`config.mk`:
```
export PLATFORM = sky130hd
export DESIGN_NAME = cpu_r_mc_ctrl_flat
export DESIGN_NICKNAME = d
export VERILOG_FILES = /design/src/rtl/cpu_r_mc_ctrl_if.sv /design/src/rtl/cpu_r_mc_ctrl.sv /design/src/flat_wrapper.sv
export SDC_FILE = /design/constraint.sdc
export NUM_CORES = 1
export LEC_CHECK = 0
export ABC_AREA = 1
export ABC_CLOCK_PERIOD_IN_PS = 2000
export CAP_MARGIN = 10
export CORE_MARGIN = 1
export CORE_UTILIZATION = 40
export DETAILED_ROUTE_END_ITERATION = 10
export PLACE_DENSITY_LB_ADDON = 0.25
export SLEW_MARGIN = 20
export SYNTH_ARGS = -nofsm -noshare
export SYNTH_HDL_FRONTEND = slang
export SYNTH_SLANG_ARGS = --single-unit
```
`constraint.sdc`:
```
create_clock -name clk -period 2 [get_ports clk]
set_clock_uncertainty 0.2 [all_clocks]
set_input_delay 0.6 -clock clk [delete_from_list [all_inputs] [get_ports clk]]
set_output_delay 0.6 -clock clk [all_outputs]
set_load 0.05 [all_outputs]
```
`src/rtl/cpu_r_mc_ctrl_if.sv`:
```
// Control bus between the multi-cycle sequencer and the rest of the CPU:
// run/step controls, instruction fields, ALU flags and the datapath enables.
interface cpu_r_mc_ctrl_if #(
    parameter int CNT_W = 16
);
    logic             Run;
    logic             Step;
    logic [5:0]       OP;
    logic [5:0]       func;
    logic             ZF;
    logic             OF;
    logic             PC_Write;
    logic             IR_Write;
    logic             Write_Reg;
    logic [2:0]       ALU_OP;
    logic             ZF_Q;
    logic             OF_Q;
    logic             Illegal;
    logic             Busy;
    logic [2:0]       State;
    logic [CNT_W-1:0] Inst_Cnt;

    // Side driving instructions and run control (bench / instruction register).
    modport master (
        output Run, Step, OP, func, ZF, OF,
        input  PC_Write, IR_Write, Write_Reg, ALU_OP, ZF_Q, OF_Q,
               Illegal, Busy, State, Inst_Cnt
    );

    // Sequencer side.
    modport slave (
        input  Run, Step, OP, func, ZF, OF,
        output PC_Write, IR_Write, Write_Reg, ALU_OP, ZF_Q, OF_Q,
               Illegal, Busy, State, Inst_Cnt
    );
endinterface

```
`src/rtl/cpu_r_mc_ctrl.sv`:
```
// Multi-cycle sequencer for the R-type datapath: HOLD/IF/ID/EX/WB with an
// ERR trap for illegal instructions. Enables are Moore-decoded from the state
// register and forced low while Reset is high so a reset landing in WB can
// never produce a register-file write.
module cpu_r_mc_ctrl #(
    parameter int CNT_W = 16
) (
    input  logic         clk,
    input  logic         Reset,
    cpu_r_mc_ctrl_if.slave bus
);

    typedef enum logic [2:0] {
        S_HOLD = 3'd0,
        S_IF   = 3'd1,
        S_ID   = 3'd2,
        S_EX   = 3'd3,
        S_WB   = 3'd4,
        S_ERR  = 3'd7
    } state_t;

    state_t           state_r;
    state_t           state_nxt_s;
    logic             legal_s;
    logic [2:0]       alu_dec_s;
    logic [2:0]       alu_op_r;
    logic             zf_q_r;
    logic             of_q_r;
    logic             illegal_r;
    logic [CNT_W-1:0] inst_cnt_r;

    // Decode func into an ALU select; only OP == 0 with a listed func is legal.
    always_comb begin
        legal_s   = 1'b0;
        alu_dec_s = 3'b000;
        if (bus.OP == 6'b000000) begin
            legal_s = 1'b1;
            case (bus.func)
                6'b100100: alu_dec_s = 3'b000;
                6'b100101: alu_dec_s = 3'b001;
                6'b100110: alu_dec_s = 3'b010;
                6'b100111: alu_dec_s = 3'b011;
                6'b100000: alu_dec_s = 3'b100;
                6'b100010: alu_dec_s = 3'b101;
                6'b101011: alu_dec_s = 3'b110;
                6'b000100: alu_dec_s = 3'b111;
                default: begin
                    legal_s   = 1'b0;
                    alu_dec_s = 3'b000;
                end
            endcase
        end else begin
            legal_s   = 1'b0;
            alu_dec_s = 3'b000;
        end
    end

    // Next-state logic; Step only matters in HOLD, unused codes fall to HOLD.
    always_comb begin
        state_nxt_s = S_HOLD;
        case (state_r)
            S_HOLD:  state_nxt_s = (bus.Run | bus.Step) ? S_IF : S_HOLD;
            S_IF:    state_nxt_s = S_ID;
            S_ID:    state_nxt_s = legal_s ? S_EX : S_ERR;
            S_EX:    state_nxt_s = S_WB;
            S_WB:    state_nxt_s = bus.Run ? S_IF : S_HOLD;
            S_ERR:   state_nxt_s = S_ERR;
            default: state_nxt_s = S_HOLD;
        endcase
    end

    // State register.
    always_ff @(posedge clk) begin
        if (Reset) begin
            state_r <= S_HOLD;
        end else begin
            state_r <= state_nxt_s;
        end
    end

    // ALU select, latched flags, sticky illegal flag and retirement counter.
    always_ff @(posedge clk) begin
        if (Reset) begin
            alu_op_r   <= 3'b000;
            zf_q_r     <= 1'b0;
            of_q_r     <= 1'b0;
            illegal_r  <= 1'b0;
            inst_cnt_r <= {CNT_W{1'b0}};
        end else begin
            if ((state_r == S_ID) && legal_s) begin
                alu_op_r <= alu_dec_s;
            end
            if ((state_r == S_ID) && !legal_s) begin
                illegal_r <= 1'b1;
            end
            if (state_r == S_EX) begin
                zf_q_r <= bus.ZF;
                of_q_r <= bus.OF;
            end
            if (state_r == S_WB) begin
                inst_cnt_r <= inst_cnt_r + {{(CNT_W-1){1'b0}}, 1'b1};
            end
        end
    end

    assign bus.PC_Write  = ~Reset & (state_r == S_IF);
    assign bus.IR_Write  = ~Reset & (state_r == S_IF);
    assign bus.Write_Reg = ~Reset & (state_r == S_WB);
    assign bus.Busy      = ~Reset & (state_r != S_HOLD) & (state_r != S_ERR);
    assign bus.ALU_OP    = Reset ? 3'b000 : alu_op_r;
    assign bus.ZF_Q      = ~Reset & zf_q_r;
    assign bus.OF_Q      = ~Reset & of_q_r;
    assign bus.Illegal   = ~Reset & illegal_r;
    assign bus.State     = Reset ? 3'd0 : state_r;
    assign bus.Inst_Cnt  = Reset ? {CNT_W{1'b0}} : inst_cnt_r;

endmodule
```
`src/flat_wrapper.sv`:
```
// flat-port wrapper written by rule: the top's interface ports become plain ports
module cpu_r_mc_ctrl_flat 
#(
    parameter int CNT_W = 16
)
  (clk, Reset, bus_Run, bus_Step, bus_OP, bus_func, bus_ZF, bus_OF, bus_PC_Write, bus_IR_Write, bus_Write_Reg, bus_ALU_OP, bus_ZF_Q, bus_OF_Q, bus_Illegal, bus_Busy, bus_State, bus_Inst_Cnt);
  cpu_r_mc_ctrl_if #(.CNT_W(CNT_W)) bus_i ();
  input  logic clk;
  input  logic Reset;
  input wire logic [$bits(bus_i.Run)-1:0] bus_Run;
  input wire logic [$bits(bus_i.Step)-1:0] bus_Step;
  input wire logic [$bits(bus_i.OP)-1:0] bus_OP;
  input wire logic [$bits(bus_i.func)-1:0] bus_func;
  input wire logic [$bits(bus_i.ZF)-1:0] bus_ZF;
  input wire logic [$bits(bus_i.OF)-1:0] bus_OF;
  output wire logic [$bits(bus_i.PC_Write)-1:0] bus_PC_Write;
  output wire logic [$bits(bus_i.IR_Write)-1:0] bus_IR_Write;
  output wire logic [$bits(bus_i.Write_Reg)-1:0] bus_Write_Reg;
  output wire logic [$bits(bus_i.ALU_OP)-1:0] bus_ALU_OP;
  output wire logic [$bits(bus_i.ZF_Q)-1:0] bus_ZF_Q;
  output wire logic [$bits(bus_i.OF_Q)-1:0] bus_OF_Q;
  output wire logic [$bits(bus_i.Illegal)-1:0] bus_Illegal;
  output wire logic [$bits(bus_i.Busy)-1:0] bus_Busy;
  output wire logic [$bits(bus_i.State)-1:0] bus_State;
  output wire logic [$bits(bus_i.Inst_Cnt)-1:0] bus_Inst_Cnt;
  assign bus_i.Run = bus_Run;
  assign bus_i.Step = bus_Step;
  assign bus_i.OP = bus_OP;
  assign bus_i.func = bus_func;
  assign bus_i.ZF = bus_ZF;
  assign bus_i.OF = bus_OF;
  assign bus_PC_Write = bus_i.PC_Write;
  assign bus_IR_Write = bus_i.IR_Write;
  assign bus_Write_Reg = bus_i.Write_Reg;
  assign bus_ALU_OP = bus_i.ALU_OP;
  assign bus_ZF_Q = bus_i.ZF_Q;
  assign bus_OF_Q = bus_i.OF_Q;
  assign bus_Illegal = bus_i.Illegal;
  assign bus_Busy = bus_i.Busy;
  assign bus_State = bus_i.State;
  assign bus_Inst_Cnt = bus_i.Inst_Cnt;
  cpu_r_mc_ctrl #(.CNT_W(CNT_W)) u_core (.clk(clk), .Reset(Reset), .bus(bus_i));
endmodule
```
[After elaboration in Yosys (flattened, before gate mapping)]
Index checks and enable logic that the tools add are counted.
Storage, ports and cells
  bits in registers: 25
  bits in latches: 0
  memory bits (writable): 0
  memory bits (read-only): 0
  input port bits: 18
  logic and storage cells: 48
  memories kept: 0
Operators by class
  add/sub/neg operators: 1
  multipliers: 0
  divide/modulo/power cells: 0
  magnitude comparators: 0
  equality and inequality tests: 14
  shift-type cells: 0
  muxes and demuxes: 11
  bitwise gates (word level): 9
  reduce and logical (&&, ||, !) cells: 7
Operators with widths (number)
  equality test 6 bit (second input constant): 7
  one-hot mux 3 bit (7 select lines): 1
  one-hot mux 3 bit (6 select lines): 1
  adder 16 x 1 -> 16 bit (second input constant): 1
  two-way mux 16 bit: 1
  two-way mux 3 bit: 4
  OR reduction 8 bit: 1
  AND 1 bit: 7
  equality test 3 x 2 -> 1 bit (second input constant): 2
  equality test 3 bit (second input constant): 2
  equality test 6 x 3 -> 1 bit (second input constant): 1
  logical NOT 6 bit: 1
  two-way mux 1 bit: 4
  equality test 3 x 1 -> 1 bit (second input constant): 1
  logical NOT 3 bit: 1
  inequality test 3 bit (second input constant): 1
  nonzero test 3 bit: 1
  logical AND 1 bit: 2
  logical NOT 1 bit: 1
  inverter 1 bit: 1
  OR 1 bit: 1

[Logic depth before layout (Yosys ltp)]
  word-level depth: 6
  gate-level depth with buffers: 10
  gate-level depth less buffers: 10

[Least setup slack after synthesis]
No wires, ideal clock.
  kind: input port to output port
  start: in Reset
  end: out bus_PC_Write
  arrival: 2.028 ns
  path slack: -0.828 ns
  stages on the path: 4
  path buffers: 3
  cells stage by stage: clkbuf_1 > clkbuf_1 > nor2_1 > buf_4
Between the ends
  cells in the longest elaborated chain, start to end: 2
RTL lines
  from (decl): line flat_wrapper.sv:9  | input logic Reset;
  inverter 1 bit
  AND 1 bit
  to (decl): line flat_wrapper.sv:16  | output wire logic [$bits(bus_i.PC_Write)-1:0] bus_PC_Write;
Every way passes these cells.

[Worst setup path after layout]
  start: reg u_core.state_r[2]
  end: out bus_Busy
Between the ends
  cells in the longest elaborated chain, start to end: 3
  elaborated cells on any way between the ends: 4
RTL lines
  from (decl): line cpu_r_mc_ctrl.sv:22  | state_t state_r;
  from (signal assigned): line cpu_r_mc_ctrl.sv:77  | state_r <= state_nxt_s;
  nonzero test 3 bit: line cpu_r_mc_ctrl.sv:109  | assign bus.Busy = ~Reset & (state_r != S_HOLD) & (state_r != S_ERR);
  AND 1 bit: line cpu_r_mc_ctrl.sv:109
  AND 1 bit *: line cpu_r_mc_ctrl.sv:109
  to (decl): line flat_wrapper.sv:23  | output wire logic [$bits(bus_i.Busy)-1:0] bus_Busy;
Mark *: on every way between the ends. The rest lies on a longest branch, timed or not.

==> results.json <==
{
  "power_per_cell_area_mw_per_mm2": 568.9,
  "crit_path_start_kind": "flip-flop",
  "grt_max_degree": 19,
  "hpwl_mm": 2.706,
  "grt_pass1_vias": 1551,
  "dp.cells": 332,
  "initial_core_util_pct": 42.97,
  "rr_endpoint": "u_core.inst_cnt_r[12]",
  "cp.arrival_ns": 1.24,
  "cpLargestDelayFamily": "flip-flops",
  "yosysTopAreaCell": "dfxtp_1",
  "peakVddDrop_uv": 455.1,
  "hold_class": "flip-flop to flip-flop",
  "hold-path-endpoint": "u_core.alu_op_r[2]",
  "gp_congestion": 0.8138,
  "drive_above_1_share_pct": 35.59,
  "drtPass1Iterations": 4,
  "die_w_um": 62.58,
  "crit_required_ns": 1.20,
  "cts-htree-levels": 1,
  "vias": 1650,
  "slowest_delay_ns": 0.40,
  "design_area_mm2": 0.002516,
  "worst-path-max-fanout": 4,
  "setup_violations": 4,
  "drtIter0Drc": 87,
  "cts_tree": "done",
  "violations": "setup timing",
  "final_util_pct": 73.66,
  "final_hold_viol_count": 0,
  "critPathSlowestCell": "dfxtp_4",
  "hold_depth": 2,
  "nets": 315,
  "worstSetupPathType": "flip-flop to output port",
  "max-slew-margin-rel_pct": 66.08,
  "die-area_mm2": 0.003916,
  "overflow": 0,
  "wire_per_inst_um": 10.94,
  "synth_flop_cell": "dfxtp_1",
  "post-route-min-period_ns": 2.042,
  "drc_errors": 0,
  "r2r_cells": 8,
  "final_cells": 341,
  "cap_violations": 0,
  "core_mm2": 0.003416,
  "synthMostInstantiatedCell": "nor2_1",
  "synthDistinctLibCells": 19,
  "syn_nets": 255,
  "yosysTopAreaCellShare_pct": 34.10,
  "rr_startpoint": "u_core.state_r[2]",
  "ioPinCount": 47,
  "whs_ns": 0.2933,
  "antenna_cells": 0,
  "ys_top_cells_by_count": "nor2_1, inv_1, nand2_1",
  "ys_ff_latch": 25,
  "rows": 21,
  "r2r_slack_ns": 0.25,
  "final.period_utilization_pct": 102.1,
  "synthArstFlopShare_pct": 0,
  "antenna_found_initial": 0,
  "clock-sinks": 25,
  "setup.worst_path.end_class": "output port",
  "root_buffer": "clkbuf_4",
  "hp-start": "u_core.alu_op_r[2]",
  "setup_slack_ns": -0.04247,
  "vias_per_cell": 4.839,
  "grtUsageTotal_pct": 20.79,
  "max_freq_ghz": 0.4896,
  "slew_violations": 0,
  "synth_edf_count": 0,
  "grt_pass1_wl_mm": 6.527,
  "status": "finished with violations",
  "worstMarginPinSlew_ns": 0.5083,
  "netlist_area_mm2": 0.001468,
  "synthTopCellsByArea": "dfxtp_1, nor2_1, inv_1",
  "yosysWarnings": 0,
  "drt-total-wl_mm": 3.729,
  "area_growth_pct": 71.44,
  "die_h_um": 62.58,
  "placed_area_mm2": 0.002301,
  "preCtsSetupSlack_ns": -0.2251,
  "clkLatencyLatePin_ns": 0.32,
  "rsz0062_at_grt": "true",
  "port_buffers": 46,
  "path_cells": "nor3_2 > nor3_4 > buf_12",
  "synthCells": 236,
  "clk_path_buf_depth": 2,
  "leakagePower_nw": 1.019,
  "cts_made_buffers": 3,
  "final_antenna_net_count": 0,
  "clkTransAtPathRegs_ns": 0.13,
  "yosysSeqAreaShare_pct": 34.10,
  "path_buf_inv": 1,
  "avgSynthCellArea_um2": 6.219
}
## metal layers
| layer | GRT usage (%) | wire length [um] | vias up |
|---|---|---|---|
| met5 | 0 | 0 | - |
| met4 | 5.233 | 31 | 0 |
| met3 | 3.832 | 192 | 7 |
| met2 | 38.32 | 1913 | 41 |
| met1 | 24.44 | 1592 | 737 |
| li1 | - | - | 865 |
## tightest hold or removal path, cell delays in order (launching register included)
cell	delay (ns)
dfxtp_1	0.34
nand2_1	0.07
a21oi_1	0.06
## registers in the layout (all words and copies together) (netlist names)
register / count
u_core.inst_cnt_r: 16
u_core.alu_op_r: 3
u_core.state_r: 3
u_core.illegal_r: 1
u_core.of_q_r: 1
u_core.zf_q_r: 1
## cell usage in the layout (no fill, tap or decap)
cell | Yosys | final
buf_8 | 0 | 1
ha_1 | 1 | 1
buf_12 | 0 | 14
nor3_4 | 0 | 1
nand4_2 | 3 | 3
nand3_1 | 16 | 14
inv_6 | 0 | 2
nor2_4 | 3 | 25
nand4_1 | 5 | 5
nand3_4 | 0 | 1
inv_1 | 43 | 41
buf_4 | 1 | 19
nand2_1 | 38 | 37
nor2_1 | 49 | 19
nor3_1 | 8 | 6
o211a_1 | 1 | 1
and3_1 | 1 | 1
nand2_2 | 2 | 2
clkbuf_4 | 0 | 3
clkdlybuf4s50_1 | 0 | 16
nor3_2 | 2 | 3
dfxtp_2 | 0 | 4
buf_16 | 0 | 1
a21oi_1 | 18 | 18
nand3_2 | 0 | 1
nand2_4 | 0 | 1
dfxtp_1 | 25 | 18
buf_6 | 0 | 10
dfxtp_4 | 0 | 3
nor2_2 | 3 | 11
clkbuf_1 | 5 | 1
o21ai_0 | 12 | 12
## worst max path at each step
stage	start	end	slack, ns	cells past startpoint
global route	u_core.state_r[2]	bus_Busy	-0.10	3
global placement	bus_func[5]	u_core.alu_op_r[0]	-0.19	9
floorplan	Reset	bus_PC_Write	-0.20	4
finish	u_core.state_r[2]	bus_Busy	-0.04	3
detailed placement	bus_func[2]	u_core.alu_op_r[1]	-0.23	10
CTS	u_core.state_r[0]	bus_Busy	-0.05	4
## area by class of cell
type                       count  area [um^2]
clock buffer                   4        26.28
fill                         262        899.6
inverter                      43        171.4
multi-input combinational    162         1006
sequential                    25        516.7
tap                           46        57.56
timing repair buffer          61        738.2
## power breakdown
group	switching (mW)	leakage (nW)	internal [mW]	total (mW)
combinational	0.333	0.798	0.275	0.608
sequential	0.0558	0.206	0.538	0.593
clock	0.151	0.0150	0.0782	0.230
total	0.540	1.02	0.891	1.43
## stage by stage
step / power (mW) / TNS, ns
floorplan: 0.8940 / -2.877
global placement: 1.085 / -2.519
detailed placement: 1.092 / -2.854
CTS: 1.354 / -0.1497
global route: 1.501 / -0.3417
finish: 1.431 / -0.1110
## kinds of logic (layout without fill, tap and decap cells)
family | after synthesis | after routing | share of synthesized area (%)
AOI/OAI and AO/OA | 31 | 31 | 10.91
buffers and inverters | 49 | 108 | 12.79
and+or+nand+nor | 130 | 130 | 41.35
adders and majority gates | 1 | 1 | 0.8524
DFF | 25 | 25 | 34.10
## what timing repair did
action	4_1_cts	5_1_grt
gates resized for setup	18	25
hold buffers	0	0
endpoints found under the setup margin	29	19
setup buffers	2	2
pin swaps	2	2
cloned	1	0
Power figures use the tool's default switching activity.
